File: src/rtl/cv32e40p_apu_arbiter_if.sv
// rtl/cv32e40p_apu_arbiter_if.sv - shared FPU (APU) port bundle between arbiter and FP wrapper
interface cv32e40p_apu_arbiter_if #(
  parameter int APU_NARGS    = 3,
  parameter int APU_WOP      = 6,
  parameter int APU_NDSFLAGS = 15,
  parameter int APU_NUSFLAGS = 5
) ();
  logic                             apu_req_o;
  logic                             apu_gnt_i;
  logic [APU_NARGS-1:0][31:0]       apu_operands_o;
  logic [APU_WOP-1:0]               apu_op_o;
  logic [APU_NDSFLAGS-1:0]          apu_flags_o;
  logic                             apu_rvalid_i;
  logic [31:0]                      apu_rdata_i;
  logic [APU_NUSFLAGS-1:0]          apu_rflags_i;

  modport master (
    output apu_req_o, apu_operands_o, apu_op_o, apu_flags_o,
    input  apu_gnt_i, apu_rvalid_i, apu_rdata_i, apu_rflags_i
  );

  modport slave (
    input  apu_req_o, apu_operands_o, apu_op_o, apu_flags_o,
    output apu_gnt_i, apu_rvalid_i, apu_rdata_i, apu_rflags_i
  );
endinterface

File: src/rtl/cv32e40p_apu_arbiter.sv
// rtl/cv32e40p_apu_arbiter.sv - round-robin sharing of one APU/FPU port between NUM_REQ cores
module cv32e40p_apu_arbiter #(
  parameter int NUM_REQ         = 2,
  parameter int MAX_OUTSTANDING = 4,
  parameter int APU_NARGS       = 3,
  parameter int APU_WOP         = 6,
  parameter int APU_NDSFLAGS    = 15,
  parameter int APU_NUSFLAGS    = 5
) (
  input  logic                                    clk_i,
  input  logic                                    rst_ni,
  input  logic [NUM_REQ-1:0]                      req_i,
  output logic [NUM_REQ-1:0]                      gnt_o,
  input  logic [NUM_REQ-1:0][APU_NARGS-1:0][31:0] operands_i,
  input  logic [NUM_REQ-1:0][APU_WOP-1:0]         op_i,
  input  logic [NUM_REQ-1:0][APU_NDSFLAGS-1:0]    flags_i,
  output logic [NUM_REQ-1:0]                      rvalid_o,
  output logic [31:0]                             rdata_o,
  output logic [APU_NUSFLAGS-1:0]                 rflags_o,
  cv32e40p_apu_arbiter_if.master                  apu,
  output logic                                    apu_clk_en_o,
  output logic                                    busy_o,
  output logic                                    err_o
);
  localparam int IDW = (NUM_REQ > 1) ? $clog2(NUM_REQ) : 1;
  localparam int SW  = IDW + 1;
  localparam int PW  = $clog2(MAX_OUTSTANDING);
  localparam int CW  = PW + 1;
  localparam logic [SW-1:0]  NREQ = SW'(NUM_REQ);
  localparam logic [IDW-1:0] LAST = IDW'(NUM_REQ - 1);
  localparam logic [CW-1:0]  FULL_CNT = CW'(MAX_OUTSTANDING);

  typedef enum logic {IDLE, LOCKED} state_t;

  state_t           state_q;
  logic [IDW-1:0]   sel_q;
  logic [IDW-1:0]   rr_q;
  logic [IDW-1:0]   fifo_mem [MAX_OUTSTANDING];
  logic [PW-1:0]    wptr_q;
  logic [PW-1:0]    rptr_q;
  logic [CW-1:0]    count_q;
  logic             err_q;

  logic [IDW-1:0]   winner;
  logic [IDW-1:0]   sel;
  logic             req_any;
  logic             full;
  logic             empty;
  logic             push;
  logic             pop;

  // Scan from the round-robin pointer upward, wrapping at NUM_REQ.
  always_comb begin
    logic [SW-1:0] idx;
    logic          found;
    winner = rr_q;
    found  = 1'b0;
    idx    = '0;
    for (int i = 0; i < NUM_REQ; i++) begin
      idx = {1'b0, rr_q} + SW'(i);
      if (idx >= NREQ) idx = idx - NREQ;
      if (!found && req_i[idx[IDW-1:0]]) begin
        winner = idx[IDW-1:0];
        found  = 1'b1;
      end
    end
  end

  assign full    = (count_q == FULL_CNT);
  assign empty   = (count_q == '0);
  assign sel     = (state_q == LOCKED) ? sel_q : winner;
  assign req_any = (state_q == LOCKED) ? req_i[sel_q] : |req_i;

  assign apu.apu_req_o      = req_any & ~full;
  assign apu.apu_operands_o = operands_i[sel];
  assign apu.apu_op_o       = op_i[sel];
  assign apu.apu_flags_o    = flags_i[sel];

  assign push  = apu.apu_req_o & apu.apu_gnt_i;
  assign pop   = apu.apu_rvalid_i & ~empty;
  assign gnt_o = push ? (NUM_REQ'(1) << sel) : '0;

  assign rvalid_o = pop ? (NUM_REQ'(1) << fifo_mem[rptr_q]) : '0;
  assign rdata_o  = apu.apu_rdata_i;
  assign rflags_o = apu.apu_rflags_i;

  assign busy_o       = ~empty;
  assign apu_clk_en_o = (|req_i) | busy_o;
  assign err_o        = err_q;

  always_ff @(posedge clk_i) begin
    if (push) fifo_mem[wptr_q] <= sel;
  end

  always_ff @(posedge clk_i) begin
    if (!rst_ni) begin
      state_q <= IDLE;
      sel_q   <= '0;
      rr_q    <= '0;
      wptr_q  <= '0;
      rptr_q  <= '0;
      count_q <= '0;
      err_q   <= 1'b0;
    end else begin
      if (push) wptr_q <= wptr_q + PW'(1);
      if (pop)  rptr_q <= rptr_q + PW'(1);
      case ({push, pop})
        2'b10:   count_q <= count_q + CW'(1);
        2'b01:   count_q <= count_q - CW'(1);
        default: count_q <= count_q;
      endcase
      if (apu.apu_rvalid_i && empty) err_q <= 1'b1;
      if (push) rr_q <= (sel == LAST) ? '0 : sel + IDW'(1);
      case (state_q)
        IDLE: begin
          // Only a request actually offered to the FPU gets frozen.
          if (apu.apu_req_o && !apu.apu_gnt_i) begin
            sel_q   <= winner;
            state_q <= LOCKED;
          end
        end
        LOCKED: begin
          if (push || !req_i[sel_q]) state_q <= IDLE;
        end
        default: state_q <= IDLE;
      endcase
    end
  end
endmodule

File: src/flat_wrapper.sv
// flat-port wrapper written by rule: the top's interface ports become plain ports
module cv32e40p_apu_arbiter_flat 
#(
  parameter int NUM_REQ         = 2,
  parameter int MAX_OUTSTANDING = 4,
  parameter int APU_NARGS       = 3,
  parameter int APU_WOP         = 6,
  parameter int APU_NDSFLAGS    = 15,
  parameter int APU_NUSFLAGS    = 5
)
  (clk_i, rst_ni, req_i, gnt_o, operands_i, op_i, flags_i, rvalid_o, rdata_o, rflags_o, apu_clk_en_o, busy_o, err_o, apu_apu_req_o, apu_apu_operands_o, apu_apu_op_o, apu_apu_flags_o, apu_apu_gnt_i, apu_apu_rvalid_i, apu_apu_rdata_i, apu_apu_rflags_i);
  cv32e40p_apu_arbiter_if #(.APU_NARGS(APU_NARGS), .APU_WOP(APU_WOP), .APU_NDSFLAGS(APU_NDSFLAGS), .APU_NUSFLAGS(APU_NUSFLAGS)) apu_i ();
  input  logic clk_i;
  input  logic rst_ni;
  input  logic [NUM_REQ-1:0] req_i;
  output logic [NUM_REQ-1:0] gnt_o;
  input  logic [NUM_REQ-1:0][APU_NARGS-1:0][31:0] operands_i;
  input  logic [NUM_REQ-1:0][APU_WOP-1:0] op_i;
  input  logic [NUM_REQ-1:0][APU_NDSFLAGS-1:0] flags_i;
  output logic [NUM_REQ-1:0] rvalid_o;
  output logic [31:0] rdata_o;
  output logic [APU_NUSFLAGS-1:0] rflags_o;
  output logic apu_clk_en_o;
  output logic busy_o;
  output logic err_o;
  output wire logic [$bits(apu_i.apu_req_o)-1:0] apu_apu_req_o;
  output wire logic [$bits(apu_i.apu_operands_o)-1:0] apu_apu_operands_o;
  output wire logic [$bits(apu_i.apu_op_o)-1:0] apu_apu_op_o;
  output wire logic [$bits(apu_i.apu_flags_o)-1:0] apu_apu_flags_o;
  input wire logic [$bits(apu_i.apu_gnt_i)-1:0] apu_apu_gnt_i;
  input wire logic [$bits(apu_i.apu_rvalid_i)-1:0] apu_apu_rvalid_i;
  input wire logic [$bits(apu_i.apu_rdata_i)-1:0] apu_apu_rdata_i;
  input wire logic [$bits(apu_i.apu_rflags_i)-1:0] apu_apu_rflags_i;
  assign apu_apu_req_o = apu_i.apu_req_o;
  assign apu_apu_operands_o = apu_i.apu_operands_o;
  assign apu_apu_op_o = apu_i.apu_op_o;
  assign apu_apu_flags_o = apu_i.apu_flags_o;
  assign apu_i.apu_gnt_i = apu_apu_gnt_i;
  assign apu_i.apu_rvalid_i = apu_apu_rvalid_i;
  assign apu_i.apu_rdata_i = apu_apu_rdata_i;
  assign apu_i.apu_rflags_i = apu_apu_rflags_i;
  cv32e40p_apu_arbiter #(.NUM_REQ(NUM_REQ), .MAX_OUTSTANDING(MAX_OUTSTANDING), .APU_NARGS(APU_NARGS), .APU_WOP(APU_WOP), .APU_NDSFLAGS(APU_NDSFLAGS), .APU_NUSFLAGS(APU_NUSFLAGS)) u_core (.clk_i(clk_i), .rst_ni(rst_ni), .req_i(req_i), .gnt_o(gnt_o), .operands_i(operands_i), .op_i(op_i), .flags_i(flags_i), .rvalid_o(rvalid_o), .rdata_o(rdata_o), .rflags_o(rflags_o), .apu(apu_i), .apu_clk_en_o(apu_clk_en_o), .busy_o(busy_o), .err_o(err_o));
endmodule
File: config.mk
export PLATFORM = sky130hd
export DESIGN_NAME = cv32e40p_apu_arbiter_flat
export DESIGN_NICKNAME = d
export VERILOG_FILES = /design/src/rtl/cv32e40p_apu_arbiter_if.sv /design/src/rtl/cv32e40p_apu_arbiter.sv /design/src/flat_wrapper.sv
export SDC_FILE = /design/constraint.sdc
export NUM_CORES = 1
export LEC_CHECK = 0
export ABC_AREA = 1
export ABC_CLOCK_PERIOD_IN_PS = 3470
export BUFFER_PORTS_ARGS = -buffer_cell sky130_fd_sc_hd__buf_2
export CORE_AREA = 2 2 170 172
export DETAILED_ROUTE_END_ITERATION = 7
export DIE_AREA = 0 0 172 174
export PLACE_DENSITY = 0.41
export SLEW_MARGIN = 10
export SYNTH_ARGS = -nofsm -noshare
export SYNTH_HDL_FRONTEND = slang
export SYNTH_SLANG_ARGS = --single-unit
File: constraint.sdc
create_clock -name clk_i -period 3.47 [get_ports clk_i]
set_input_delay 0.1735 -clock clk_i [delete_from_list [all_inputs] [get_ports clk_i]]
set_output_delay 0.1735 -clock clk_i [all_outputs]
set_load 0.02 [all_outputs]
==> load_flow_metrics.sql <==
INSERT INTO impl_metrics (metric_group, metric, value, unit) VALUES
('clock_tree', 'post_cts_resized', '0', ''),
('hold_path', 'min-delay-start', 'apu_apu_rvalid_i', ''),
('routing', 'drt_pass1_iterations', '4', ''),
('finish', 'num-nets-final', '1117', ''),
('clock_tree', 'clkLatencyLatePin', '250', 'ps'),
('clock_tree', 'cts_made_buffers', '3', ''),
('clock_tree', 'clk_pin_slew', '60', 'ps'),
('critical_path', 'worst_path_max_delay_cell', 'sky130_fd_sc_hd__fa_1', ''),
('critical_path', 'startpoint', 'u_core.count_q[0]', ''),
('critical_path', 'critical_path_class', 'reg -> reg', ''),
('sta', 'timing.final.setup_violations', '0', ''),
('finish', 'final_area', '4607', 'um2'),
('finish', 'area.growth.synth_to_final', '75.58', '%'),
('critical_path', 'worst-endpoint-arrival', '2470', 'ps'),
('routing', 'vias_after_detailed_routing', '3995', ''),
('sta', 'finalCriticalPeriod', '2337', 'ps'),
('clock_tree', 'cts.hold.buffers_added', '0', ''),
('global_route', 'grt_util_met2', '0.1606', ''),
('synthesis', 'syn_area', '2624', 'um2'),
('routing', 'wl_per_cell', '11.69', 'um'),
('sta', 'fin_worst_hold_slack', '229.3', 'ps'),
('pwr', 'vdd.ir_drop.worst', '0.1816', 'mV'),
('critical_path', 'critical_path_required', '3610', 'ps'),
('placed_design', 'portBuffers', '364', ''),
('placed_design', 'dpl.hpwl', '11990', 'um'),
('clock_tree', 'post-cts-setup-buffer-count', '0', ''),
('sta', 'hold_viol_final', '0', ''),
('critical_path', 'worstPathCellList', 'nor2_1, nand2_1, nand3_1, ha_1, inv_1, fa_1, a21oi_1, o21ai_0, o21ai_0, a21oi_1', ''),
('synthesis', 'post_synth_num_cell_types', '19', ''),
('pwr', 'power', '2.149', 'mW'),
('synthesis', 'synth_sequential_area_ratio', '0.1450', ''),
('global_route', 'grt.total_usage', '0.08887', ''),
('global_route', 'globalRoute.busiestLayer', 'met2', ''),
('sta', 'final.setup_skew', '5.090', 'ps'),
('finish', 'register_area', '380.4', 'um2'),
('routing', 'antenna_left', '0', ''),
('sta', 'finalSetupTns', '0', 'ps'),
('critical_path', 'critical_path_peak_fanout', '12', ''),
('synthesis', 'post_synth_inst_count', '526', ''),
('status', 'status', 'finished clean', ''),
('pwr', 'powerDensity', '466.6', 'nW/um2'),
('floorplan', 'floorplan.core_area', '28240', 'um2'),
('critical_path', 'path_buf_inv', '1', ''),
('clock_tree', 'deepest_clock_path_buffer_count', '2', ''),
('clock_tree', 'htree_num_levels', '1', ''),
('critical_path', 'r2r_path_start', 'u_core.count_q[0]', ''),
('routing', 'drt_wl_total', '14250', 'um'),
('hold_path', 'worstHoldPathType', 'in -> reg', ''),
('routing', 'drt-vias-per-instance', '3.277', ''),
('sta', 'max-slew-margin-rel', '0.6545', ''),
('floorplan', 'fp.dieArea', '29930', 'um2'),
('floorplan', 'die-width', '172', 'um'),
('critical_path', 'max_stage_delay', '380', 'ps'),
('clock_tree', 'clock-root-buffer', 'sky130_fd_sc_hd__clkbuf_16', ''),
('placed_design', 'globalplace.congestion', '0.7632', ''),
('sta', 'max_freq', '427.9', 'MHz'),
('sta', 'report.final.slew_viol_count', '0', ''),
('clock_tree', 'tritoncts', 'yes', ''),
('finish', 'multi_input_area', '1697', 'um2'),
('floorplan', 'floorplan.initialDensity', '0.09292', ''),
('placed_design', 'postPlaceCellArea', '4519', 'um2'),
('floorplan', 'num_rows', '62', ''),
('critical_path', 'type_of_origin_of_the_critical_path', 'register', ''),
('synthesis', 'synth-warning-count', '0', ''),
('global_route', 'gr-usage-met3', '0.01958', ''),
('synthesis', 'synth.ff_latch_count', '17', ''),
('floorplan', 'top_level_ports', '439', ''),
('sta', 'timing.final.crit_share', '0.6734', ''),
('finish', 'share_of_cells_above_drive_strength_1', '0.4478', ''),
('global_route', 'first_global_vias', '3863', ''),
('finish', 'fillCellCount', '3406', '');
## area by class of cell
cell class / instances / share of cell area
Antenna cell: 2 / 0.001086
Clock buffer: 3 / 0.01630
Clock inverter: 1 / 0.001630
Inverter: 24 / 0.02010
Multi-Input combinational cell: 421 / 0.3683
Sequential cell: 17 / 0.08256
Tap cell: 384 / 0.1043
Timing Repair Buffer: 367 / 0.4058
## kinds of logic after synthesis
kind of cell	count (synthesis)	synth area share
buffers and inverters	88	0.2113
adders and majority gates	6	0.03147
DFF	17	0.1450
xor gates and xnor gates	1	0.003339
and+or+nand+nor	397	0.5742
AOI/OAI and AO/OA	17	0.03481
## placed cells by master, fill, tap and decap left out, drive strengths merged
master	instances
and2	2
inv	24
diode	2
a21boi	1
o21ai	7
nand2	372
ha	5
a21oi	8
buf	367
fa	1
xor2	1
nand3	3
dfxtp	13
clkbuf	3
nor2	17
nand4	3
a32oi	1
clkinvlp	1
edfxtp	4
## Yosys cell counts (all sizes together)
| library cell | number | share of area |
|---|---|---|
| edfxtp | 4 | 0.046 |
| nand3 | 3 | 0.0057 |
| inv | 24 | 0.034 |
| a21oi | 8 | 0.015 |
| nand2 | 372 | 0.53 |
| nand4 | 3 | 0.0072 |
| dfxtp | 13 | 0.099 |
| fa | 1 | 0.0076 |
| buf | 64 | 0.18 |
| nor2 | 17 | 0.024 |
| a21boi | 1 | 0.0029 |
| a32oi | 1 | 0.0033 |
| o21ai | 7 | 0.013 |
| and2 | 2 | 0.0048 |
| ha | 5 | 0.024 |
| xor2 | 1 | 0.0033 |
## tightest hold or removal path, stage by stage
cell and delay, ps:
sky130_fd_sc_hd__buf_2 110, sky130_fd_sc_hd__nand3_1 90, sky130_fd_sc_hd__a21oi_1 60
## stage by stage
stage / setup WS [ps] / cells / utilization
2_1_floorplan: 1457 / 526 / -
3_3_place_gp: 1150 / 1213 / 0.1601
3_5_place_dp: 1169 / 1213 / 0.1601
4_1_cts: 1141 / 1217 / 0.1630
5_1_grt: 860.6 / 1218 / 0.1631
6_report: 1133 / 1219 / 0.1632
## routing by layer
layer / vias up / share of wire
li1: 2142 / -
met1: 1654 / 0.42
met2: 193 / 0.50
met3: 6 / 0.081
met4: 0 / 0.0068
met5: - / 0
## report_power, final
part	leakage, nW	switching (mW)	internal [mW]
Clock	0.0371	0.0802	0.156
Sequential	0.144	0.0262	0.251
Combinational	2.78	1.10	0.534
Total	2.96	1.21	0.941
## worst paths after layout
path                       end  slack [ps]  depth (start not counted)
max          u_core.count_q[2]        1130                         10
max reg2reg  u_core.count_q[2]        1130                         10
min               u_core.err_o         230                          3
min reg2reg       u_core.err_o         450                          2
(Power assumes the default switching activity.)
